--- config.mk ---
export PLATFORM = sky130hd
export DESIGN_NAME = bist_misr_analyzer
export DESIGN_NICKNAME = d
export VERILOG_FILES = /design/src/rtl/bist_misr_analyzer.sv
export SDC_FILE = /design/constraint.sdc
export NUM_CORES = 1
export LEC_CHECK = 0
export ABC_AREA = 1
export ABC_CLOCK_PERIOD_IN_PS = 2100
export CAP_MARGIN = 10
export CORE_MARGIN = 3
export CORE_UTILIZATION = 40
export CTS_CLUSTER_SIZE = 28
export DETAILED_ROUTE_END_ITERATION = 16
export SKIP_LAST_GASP = 1
export SLEW_MARGIN = 20
export SYNTH_ARGS = -nofsm -noshare
export SYNTH_HDL_FRONTEND = slang
export SYNTH_SLANG_ARGS = --single-unit
--- constraint.sdc ---
create_clock -name clk -period 2.1 [get_ports clk]
set_input_delay 0.525 -clock clk [delete_from_list [all_inputs] [get_ports clk]]
set_output_delay 0.525 -clock clk [all_outputs]
set_load 0.02 [all_outputs]
--- src/rtl/bist_misr_analyzer.sv ---
// BIST response analyzer: folds NUM_PATTERNS CUT responses into a MISR signature,
// compares the result against GOLDEN and aborts a run that stalls for TIMEOUT idle cycles.
module bist_misr_analyzer #(
    parameter int               WIDTH        = 8,
    parameter logic [WIDTH-1:0] POLY         = 8'hB8,
    parameter logic [WIDTH-1:0] SEED         = 8'h00,
    parameter int               NUM_PATTERNS = 16,
    parameter logic [WIDTH-1:0] GOLDEN       = 8'h00,
    parameter int               TIMEOUT      = 255
) (
    input  logic             clk,
    input  logic             reset,
    input  logic             start,
    input  logic             resp_valid,
    input  logic [WIDTH-1:0] resp_data,
    output logic             resp_ready,
    output logic             busy,
    output logic             done,
    output logic             pass,
    output logic             timeout_err,
    output logic [WIDTH-1:0] signature,
    output logic             bistSignal,
    output logic [1:0]       dbg_state
);

    typedef enum logic [1:0] {
        ST_IDLE  = 2'd0,
        ST_RUN   = 2'd1,
        ST_CHECK = 2'd2,
        ST_DONE  = 2'd3
    } state_t;

    localparam int BW = $clog2(NUM_PATTERNS + 1);
    localparam int IW = $clog2(TIMEOUT + 1);
    localparam logic [BW-1:0] LAST_BEAT  = BW'(NUM_PATTERNS - 1);
    localparam logic [IW-1:0] IDLE_LIMIT = IW'(TIMEOUT);

    state_t           r_state;
    state_t           w_state_next;
    logic [WIDTH-1:0] r_sig;
    logic [BW-1:0]    r_beat_cnt;
    logic [IW-1:0]    r_idle_cnt;
    logic             r_done;
    logic             r_pass;
    logic             r_timeout;
    logic             r_bist;

    logic             w_accept;
    logic             w_last_beat;
    logic             w_idle_expire;
    logic [IW-1:0]    w_idle_inc;
    logic [WIDTH-1:0] w_misr_next;
    logic             w_sig_match;
    logic             w_load;
    logic             w_fire_timeout;
    logic             w_fire_check;

    // Handshake: a response beat transfers on any cycle where resp_valid and
    // resp_ready are both high; resp_ready is high exactly while in RUN.
    assign w_accept      = (r_state == ST_RUN) && resp_valid;
    assign w_last_beat   = w_accept && (r_beat_cnt == LAST_BEAT);
    assign w_idle_inc    = (r_idle_cnt == IDLE_LIMIT) ? r_idle_cnt : r_idle_cnt + IW'(1);
    // A beat arriving on the expiring cycle wins, so expiry requires no valid beat.
    assign w_idle_expire = (r_state == ST_RUN) && !resp_valid && (w_idle_inc == IDLE_LIMIT);
    assign w_misr_next   = {r_sig[WIDTH-2:0], 1'b0}
                         ^ (r_sig[WIDTH-1] ? POLY : '0)
                         ^ resp_data;
    assign w_sig_match   = (r_sig == GOLDEN);

    always_ff @(posedge clk or negedge reset) begin
        if (!reset) begin
            r_state <= ST_IDLE;
        end else begin
            r_state <= w_state_next;
        end
    end

    always_comb begin
        w_state_next   = r_state;
        w_load         = 1'b0;
        w_fire_timeout = 1'b0;
        w_fire_check   = 1'b0;
        case (r_state)
            ST_IDLE: begin
                if (start) begin
                    w_state_next = ST_RUN;
                    w_load       = 1'b1;
                end
            end
            ST_RUN: begin
                if (w_last_beat) begin
                    w_state_next = ST_CHECK;
                end else if (w_idle_expire) begin
                    w_state_next   = ST_DONE;
                    w_fire_timeout = 1'b1;
                end
            end
            ST_CHECK: begin
                w_state_next = ST_DONE;
                w_fire_check = 1'b1;
            end
            ST_DONE: begin
                if (start) begin
                    w_state_next = ST_RUN;
                    w_load       = 1'b1;
                end
            end
            default: begin
                w_state_next = ST_IDLE;
            end
        endcase
    end

    always_ff @(posedge clk or negedge reset) begin
        if (!reset) begin
            r_sig      <= SEED;
            r_beat_cnt <= '0;
            r_idle_cnt <= '0;
            r_done     <= 1'b0;
            r_pass     <= 1'b0;
            r_timeout  <= 1'b0;
            r_bist     <= 1'b0;
        end else begin
            if (w_load) begin
                r_sig      <= SEED;
                r_beat_cnt <= '0;
                r_idle_cnt <= '0;
                r_done     <= 1'b0;
                r_pass     <= 1'b0;
                r_timeout  <= 1'b0;
                r_bist     <= 1'b0;
            end else if (w_accept) begin
                r_sig      <= w_misr_next;
                r_beat_cnt <= r_beat_cnt + BW'(1);
                r_idle_cnt <= '0;
            end else if (r_state == ST_RUN) begin
                r_idle_cnt <= w_idle_inc;
            end

            if (w_fire_timeout) begin
                r_done    <= 1'b1;
                r_pass    <= 1'b0;
                r_timeout <= 1'b1;
                r_bist    <= 1'b0;
            end else if (w_fire_check) begin
                r_done <= 1'b1;
                r_pass <= w_sig_match;
                r_bist <= w_sig_match;
            end
        end
    end

    assign resp_ready  = (r_state == ST_RUN);
    assign busy        = (r_state == ST_RUN) || (r_state == ST_CHECK);
    assign done        = r_done;
    assign pass        = r_pass;
    assign timeout_err = r_timeout;
    assign signature   = r_sig;
    assign bistSignal  = r_bist;
    assign dbg_state   = r_state;

endmodule

# Yosys cells after proc, flatten, opt, wreduce, memory -nomap -nowiden
# Index checks and enable logic that the tools add are counted.
[totals]
out_inout_bits = 16
ff_bits = 26
wordCells = 58
[classes]
n_mux = 25
n_reduce_logical = 14
eq_ne = 8
bitwise = 2
n_addsub = 2
[op_table]
columns = ["op", "count"]
rows = [
  ["8-bit 2-to-1 mux", 7],
  ["8-bit equality test, second input constant", 2],
  ["8-bit bitwise XOR", 2],
  ["1-bit 2-to-1 mux", 12],
  ["5-bit 2-to-1 mux", 2],
  ["8-bit by 1-bit adder with 8-bit output, second input constant", 1],
  ["8-bit zero test", 1],
  ["2-bit 2-to-1 mux", 3],
  ["2-bit one-hot mux with 3 select lines", 1],
  ["3-bit nonzero test", 2],
  ["5-bit by 1-bit adder with 5-bit output, second input constant", 1],
  ["5-bit by 4-bit equality test with 1-bit output, second input constant", 1],
  ["2-bit equality test, second input constant", 2],
  ["1-bit logical AND", 4],
  ["2-bit nonzero test", 2],
  ["3-bit by 1-bit inequality test with 1-bit output, second input constant", 1],
  ["2-bit by 1-bit equality test with 1-bit output, second input constant", 1],
  ["2-bit zero test", 1],
  ["2-bit by 1-bit inequality test with 1-bit output, second input constant", 1],
  ["2-bit AND reduction", 1],
  ["2-bit OR reduction", 1],
  ["1-bit zero test", 1],
  ["1-bit logical OR", 1],
]

# Longest topological paths before layout
# Gate-level depths: netlist of the first run.
[depth]
word_depth = 8
depth_mapped = 12
mapped_depth_nobuf = 12

# Worst setup path after synthesis of the first run
# OpenSTA, ideal clock, no wires.
[synth_path]
path_kind = "register to register"
startpoint = "reg r_state[1] (netlist: dbg_state[1])"
endpoint = "reg r_sig[1] (netlist: signature[1])"
setup_time_ns = 0.083
t_required_ns = 2.017
n_path_buf = 0
period_less_slack_ns = 1.752
stages_incl_launch_ff = 7
t_arrival_ns = 1.670
path_slack_ns = 0.348
cell_sequence = "dfrtp_1 inv_1 ha_1 nand2_1 nor2_1 inv_1 o21ai_0"
[synth_lines]
columns = ["element", "line", "source"]
rows = [
  ["start, declared", "38", "state_t r_state;"],
  ["start signal, assigned", "74", "r_state <= w_state_next;"],
  ["2-bit by 1-bit equality test with 1-bit output", "--", ""],
  ["net resp_ready", "16", "output logic resp_ready,"],
  ["1-bit logical AND", "60", "assign w_accept = (r_state == ST_RUN) && resp_valid;"],
  ["2-bit nonzero test (no line)", "--", ""],
  ["end signal, assigned", "133", "r_sig <= w_misr_next;"],
  ["end, declared", "40", "logic [WIDTH-1:0] r_sig;"],
]
# The timed path passes the listed nets, and every way through them passes these cells.
# A chain may end at the register's enable or synchronous reset.

# Final worst setup path of the first run
[layout_path]
startpoint = "reg r_sig[7] (netlist: signature[7])"
endpoint = "out signature[7]"
[layout_lines]
columns = ["element", "line", "source"]
rows = [
  ["end, declared", "21", "output logic [WIDTH-1:0] signature,"],
]
# No word-level cell between the ends.

==> qor.csv, run 1 <==
stage,metric,value,unit
logic_synthesis,Synthesized Nets,212,
placement,DP Cell Count,270,
floorplan,I/O pins,28,
timing,Rel. slew slack,78.2,%
route,post-route ant nets,0,
power_and_ir_drop,Clk pwr share,17.6,%
worst_setup_path,"critical path, cell by cell",clkdlybuf4s50_1,
worst_setup_path,worst path bufs/invs,1,
worst_setup_path,Crit path max-delay family,buffers and inverters,
timing,Tmin final,1930,ps
power_and_ir_drop,Comb power frac,50.5,%
clock_network,postcts setup bufs,0,
final_layout,FILL cells,362,
worst_setup_path,crit-path max FO,8,
logic_synthesis,post-synth cell types,28,
logic_synthesis,Synth top area share,41.8,%
final_layout,Final nets,246,
power_and_ir_drop,Pwr Total,2.37,mW
worst_setup_path,Setup crit start kind,register,
min_path,critical hold path startpoint,r_beat_cnt[3],
power_and_ir_drop,pwr dens,1200,nW/um^2
final_layout,synth-to-layout area growth,27.0,%
floorplan,Die Width,68.4,um
timing,"Hold Vio Cnt, Final",0,
worst_setup_path,Worst setup EP type,output pin,
timing,clk_skew,3.19,ps
power_and_ir_drop,leakage,0.885,nW
global_route,total track usage,16.7,%
power_and_ir_drop,Peak VDD IR,0.000559,V
worst_setup_path,reg2reg start,r_idle_cnt[0],
route,Detailed Route WL,3490,um
global_route,initial antenna violation count,0,
placement,area post-placement,1910,um^2
clock_network,Max clock buf depth,2,
run_status,status,"finished, final reports clean",
logic_synthesis,register bit total from synthesis,26,
final_layout,fin area,1980,um^2
route,DRC errors left,0,
clock_network,"Reg clk slew, reported paths",90,ps
logic_synthesis,cell taking the most area after synthesis,dfrtp_1,
logic_synthesis,synth warn,0,
clock_network,root buffer cell,clkbuf_8,
worst_setup_path,crit path from,signature[7],
timing,Slew @ Worst Pin,327,ps
timing,fin crit share,92.1,%
worst_setup_path,"Arr. time, crit path",1410,ps
floorplan,die area,4680,um^2
placement,Port Buffers,27,
final_layout,share of cells above drive strength 1,10.6,%
route,DR iter-0 viols,59,
final_layout,n_diodes,0,
power_and_ir_drop,Int Pwr,1.38,mW
placement,gpl congestion,0.769,
logic_synthesis,Synth Instances,193,
timing,fmax,517,MHz
route,DRT Pass-1 Iters,6,
global_route,vias in the first global route,1303,
global_route,total congestion overflow,0,
worst_setup_path,critical setup path kind,reg -> out,
clock_network,hold-fix buffers at CTS,0,
floorplan,Die Span Y,68.4,um
job,max-cap viol count,0,
clock_network,CTS tree,done,
placement,HPWL after DPL,2760,um
logic_synthesis,Synth area leaders,"dfrtp_1 (42%), nand2_1 (11%), inv_1 (7.0%), ha_1 (5.6%), o22ai_1 (5.2%)",
power_and_ir_drop,sequential share of power,32.0,%
logic_synthesis,syn_area_per_cell,8.07,um^2
worst_setup_path,slowest CP cell,clkdlybuf4s50_1,
clock_network,Num Clock Sinks,26,
route,Via density,5.01,
clock_network,H-tree levels,1,
final_layout,post-route insts no fill,274,
worst_setup_path,required time worst endpoint,1570,ps
timing,Final setup viols,0,
global_route,first-pass GRT wire length,5840,um
power_and_ir_drop,Sw Pwr,985,uW
route,DR vias,1372,
clock_network,Skew-Pair Late Insertion Delay,270,ps
timing,Slew Limit Fails,0,
logic_synthesis,Synth Cell Area,1560,um^2
floorplan,Initial Utilization,41.9,%
floorplan,num rows,22,
floorplan,area of the core,3720,um^2
timing,RSZ-0062 raised after global routing,no,
power_and_ir_drop,switching share of power,41.6,%
logic_synthesis,sequential area share after synthesis,41.8,%
timing,Final TNS setup,0,ps
global_route,largest net degree at the start of global routing,27,
final_layout,final core occ,53.2,%
min_path,hold crit path type,reg -> reg,
worst_setup_path,Max stage delay on crit path,650,ps
route,WL/cell,12.7,um
clock_network,TritonCTS buffer count,3,
==> cell usage after synthesis, drive strengths merged <==
cell type  count
nand2         48
inv           30
dfrtp         26
nand3         18
nor2          17
o22ai         13
o21ai         11
ha             7
xnor2          5
a21oi          4
xor2           3
a31oi          2
buf            2
nand4          2
and2           1
clkbuf         1
nor4           1
o21a           1
or2            1
==> placed cells by master, fill, tap and decap left out <==
master	instances
nand2_2	2
buf_4	5
o21a_1	1
clkdlybuf4s50_1	25
ha_2	1
dlygate4sd2_1	2
nand2_4	1
o21ai_1	2
nor2_4	4
dfrtp_1	26
nor2_1	12
nor2_2	1
o21ai_4	1
xor2_1	3
a31oi_1	2
nand4_1	2
bufinv_16	1
o21ai_0	8
o22ai_1	13
ha_1	6
clkbuf_8	3
nand3_4	1
or2_2	1
nand3_1	16
nor4_1	1
nand2_1	45
and2_4	1
nand3_2	1
inv_2	1
inv_1	29
xnor2_1	5
a21oi_1	4
==> logic make-up (layout without fill, tap and decap cells) <==
logic type | Yosys count | after routing | synth area share (%)
buffers and inverters | 33 | 66 | 8.43
AO/OA/AOI/OAI | 31 | 31 | 12.0
AND/OR/NAND/NOR | 88 | 88 | 27.6
adder cells (fa/ha/maj) | 7 | 7 | 5.62
XOR/XNOR | 8 | 8 | 4.50
flip-flops | 26 | 26 | 41.8
==> repair_timing <==
action | CTS | global route
setup endpoints to repair | 2 | 2
gates resized for setup | 2 | 1
hold endpoints to repair | 0 | 0
==> registers in the layout, summed over array words and instances, names as in the netlist <==
signal	cells
bistSignal	1
dbg_state	2
done	1
r_beat_cnt	5
r_idle_cnt	8
signature	8
timeout_err	1
==> per-stage QoR <==
step	hold slack, ps	setup slack [ps]
2_1_floorplan	229	348
3_3_place_gp	459	226
3_5_place_dp	463	165
4_1_cts	478	148
5_1_grt	521	48.2
6_report	477	167
==> metal layers <==
layer  GRT usage (%)  wire length, um
met2            30.4             1880
met5               0                0
met3            3.28              111
met4            5.21               32
met1            19.3             1470
==> area by class of cell <==
type / count / area, um^2 / share of cell area, %
Tap cell: 48 / 60.1 / 3.04
Multi-Input combinational cell: 134 / 778 / 39.3
Inverter: 30 / 113 / 5.69
Timing Repair Buffer: 32 / 305 / 15.4
Clock inverter: 1 / 30.0 / 1.52
Sequential cell: 26 / 651 / 32.9
Clock buffer: 3 / 41.3 / 2.09
==> power by group through the flow <==
stage	registers (mW)	logic, mW	clock network (mW)
final	0.756	1.19	0.415
after global routing	0.780	1.32	0.446
after CTS	0.758	1.20	0.424
after detailed placement	0.767	1.22	0
after global placement	0.755	1.20	0
after floorplan	0.852	0.644	0
==> final timing paths <==
| path | end | slack, ps | depth (start not counted) |
|---|---|---|---|
| max | signature[7] | 170 | 1 |
| min | r_beat_cnt[3] | 480 | 1 |
| max reg2reg | dbg_state[0] | 230 | 12 |
| min reg2reg | r_beat_cnt[3] | 480 | 1 |
| max in group asynchronous | signature[7] | 1240 | 2 |
| min in group asynchronous | r_idle_cnt[7] | 610 | 2 |
Note: power is estimated with default switching activity, not from simulation.
==> inputs of run 2 (changes only) <==
--- a/config.mk
+++ b/config.mk
@@ -6,12 +6,13 @@
 export NUM_CORES = 1
 export LEC_CHECK = 0
 export ABC_AREA = 1
-export ABC_CLOCK_PERIOD_IN_PS = 2100
+export ABC_CLOCK_PERIOD_IN_PS = 1600
 export CAP_MARGIN = 10
 export CORE_MARGIN = 3
 export CORE_UTILIZATION = 40
 export CTS_CLUSTER_SIZE = 28
 export DETAILED_ROUTE_END_ITERATION = 16
+export PLACE_DENSITY = 0.66
 export SKIP_LAST_GASP = 1
 export SLEW_MARGIN = 20
 export SYNTH_ARGS = -nofsm -noshare
==> constraint.sdc (replaced) <==
create_clock -name clk -period 1.6 [get_ports clk]
set_input_delay 0.4 -clock clk [delete_from_list [all_inputs] [get_ports clk]]
set_output_delay 0.4 -clock clk [all_outputs]
set_load 0.02 [all_outputs]
==> qor.csv, run 2 (same netlist as run 1, synthesis figures left out) <==
stage,metric,value,unit
floorplan,die area,4680,um^2
floorplan,Die Width,68.4,um
clock_network,TritonCTS buffer count,3,
final_layout,most frequent cells in the layout,"nand2_1 (39), inv_1 (29), dfrtp_1 (25)",
clock_network,"Reg clk slew, reported paths",80,ps
final_layout,"commonest non-fill, non-tap cell in the layout",nand2_1,
final_layout,synth-to-layout area growth,37.0,%
worst_setup_path,crit-path max FO,5,
placement,Port Buffers,27,
floorplan,Initial Utilization,41.9,%
min_path,Hold EP,r_beat_cnt[3],
job,max-cap viol count,0,
timing,Hold WS,467,ps
clock_network,Max clock buf depth,2,
global_route,vias in the first global route,1389,
worst_setup_path,"Arr. time, crit path",1820,ps
global_route,total congestion overflow,0,
run_status,failing checks,setup timing,
timing,Slew Limit Fails,0,
floorplan,area of the core,3720,um^2
power_and_ir_drop,Pwr Total,3.06,mW
route,DRT Pass-1 Iters,4,
worst_setup_path,reg2reg start,r_idle_cnt[0],
floorplan,I/O pins,28,
timing,fmax,603,MHz
worst_setup_path,Worst setup EP type,register,
timing,"Hold Vio Cnt, Final",0,
route,DR iter-0 viols,75,
clock_network,hold-fix buffers at CTS,0,
final_layout,FILL cells,352,
final_layout,Final nets,266,
route,DRC errors left,0,
route,post-route ant nets,0,
global_route,largest net degree at the start of global routing,27,
timing,Final setup viols,3,
power_and_ir_drop,pwr dens,1430,nW/um^2
final_layout,share of cells above drive strength 1,23.3,%
worst_setup_path,r2r endpoint,dbg_state[0],
min_path,Hold Path Depth,1,
clock_network,Num Clock Sinks,26,
placement,area post-placement,2070,um^2
clock_network,H-tree levels,1,
timing,fin crit share,104,%
final_layout,fin area,2130,um^2
power_and_ir_drop,Peak VDD IR,0.00109,V
run_status,status,"complete, but fails checks",
timing,Rel. slew slack,77.8,%
timing,Slew @ Worst Pin,332,ps
route,Detailed Route WL,3470,um
min_path,critical hold path startpoint,r_beat_cnt[3],
clock_network,CTS tree,done,
floorplan,Die Span Y,68.4,um
placement,gpl congestion,0.784,
final_layout,Multi-input gate area,840,um^2
route,DR vias,1405,
worst_setup_path,R2R cell count,11,
timing,slack of the critical path,-59.0,ps
final_layout,n_diodes,0,
timing,clk_skew,3.73,ps
worst_setup_path,Setup crit start kind,register,
worst_setup_path,required time worst endpoint,1770,ps
floorplan,num rows,22,
clock_network,root buffer cell,clkbuf_8,
route,WL/cell,11.8,um
power_and_ir_drop,leakage,1.03,nW
timing,RSZ-0062 raised after global routing,yes,
timing,Tmin final,1660,ps
final_layout,register area,652,um^2
worst_setup_path,FF-to-FF setup slack,-60,ps
global_route,initial antenna violation count,0,
min_path,hold crit path type,reg -> reg,
route,Via density,4.80,
placement,HPWL after DPL,2720,um
worst_setup_path,critical setup path kind,reg -> reg,
global_route,first-pass GRT wire length,6000,um
clock_network,Skew-Pair Late Insertion Delay,260,ps
global_route,total track usage,16.7,%
run 2: worst max-delay path by stage:
stage	to	start
floorplan	dbg_state[0]	r_idle_cnt[0]
global placement	busy	dbg_state[1]
detailed placement	busy	dbg_state[1]
CTS	busy	dbg_state[1]
global route	dbg_state[1]	r_idle_cnt[0]
finish	dbg_state[0]	r_idle_cnt[0]
run 2: layout make-up:
cell class | count | area share (%)
multi-input cells | 135 | 39.3
flip-flops and latches | 26 | 30.5
repair buffers | 51 | 20.1
inverters | 30 | 5.28
well taps | 48 | 2.81
clock buffers | 3 | 1.93
run 2: routing by layer:
layer  vias to the layer above  GRT usage (%)  share of wire [%]
li1                        737              -                  -
met1                       645           22.1                 47
met2                        21           28.5                 50
met3                         2           3.45                2.6
met4                         0           2.23               0.58
met5                         -              0                  0
run 2: through the flow:
step / utilization [%] / worst slack, ps / std cells / TNS [ps]
6_report: 57.4 / -59.0 / 293 / -132
5_1_grt: 57.4 / -202 / 293 / -1670
4_1_cts: 56.9 / -129 / 292 / -304
3_5_place_dp: 55.6 / -157 / 287 / -1980
3_3_place_gp: 55.6 / -144 / 287 / -1440
2_1_floorplan: - / -29.9 / 193 / -59.0
run 2: critical path, stage by stage, from the launching register on:
cell	delay (ps)
dfrtp_1	400
ha_4	190
nand2_4	60
nor2_4	150
nand2_4	100
and2_4	160
nor2_4	90
nand3_4	80
o21ai_4	160
nand2_2	70
nand2_1	60
nand2_1	40
run 2: power breakdown:
part | leakage [nW] | switching [mW] | total [mW] | internal [mW]
combinational | 0.662 | 0.991 | 1.73 | 0.743
sequential | 0.345 | 0.137 | 0.964 | 0.827
clock | 0.0216 | 0.189 | 0.357 | 0.168
total | 1.03 | 1.32 | 3.06 | 1.74
run 2: timing repair:
item,4_1_cts,5_1_grt
pin swaps,5,1
gates resized for setup,27,6
gates cloned,1,0
setup endpoints to repair,24,20
setup buffers,1,1
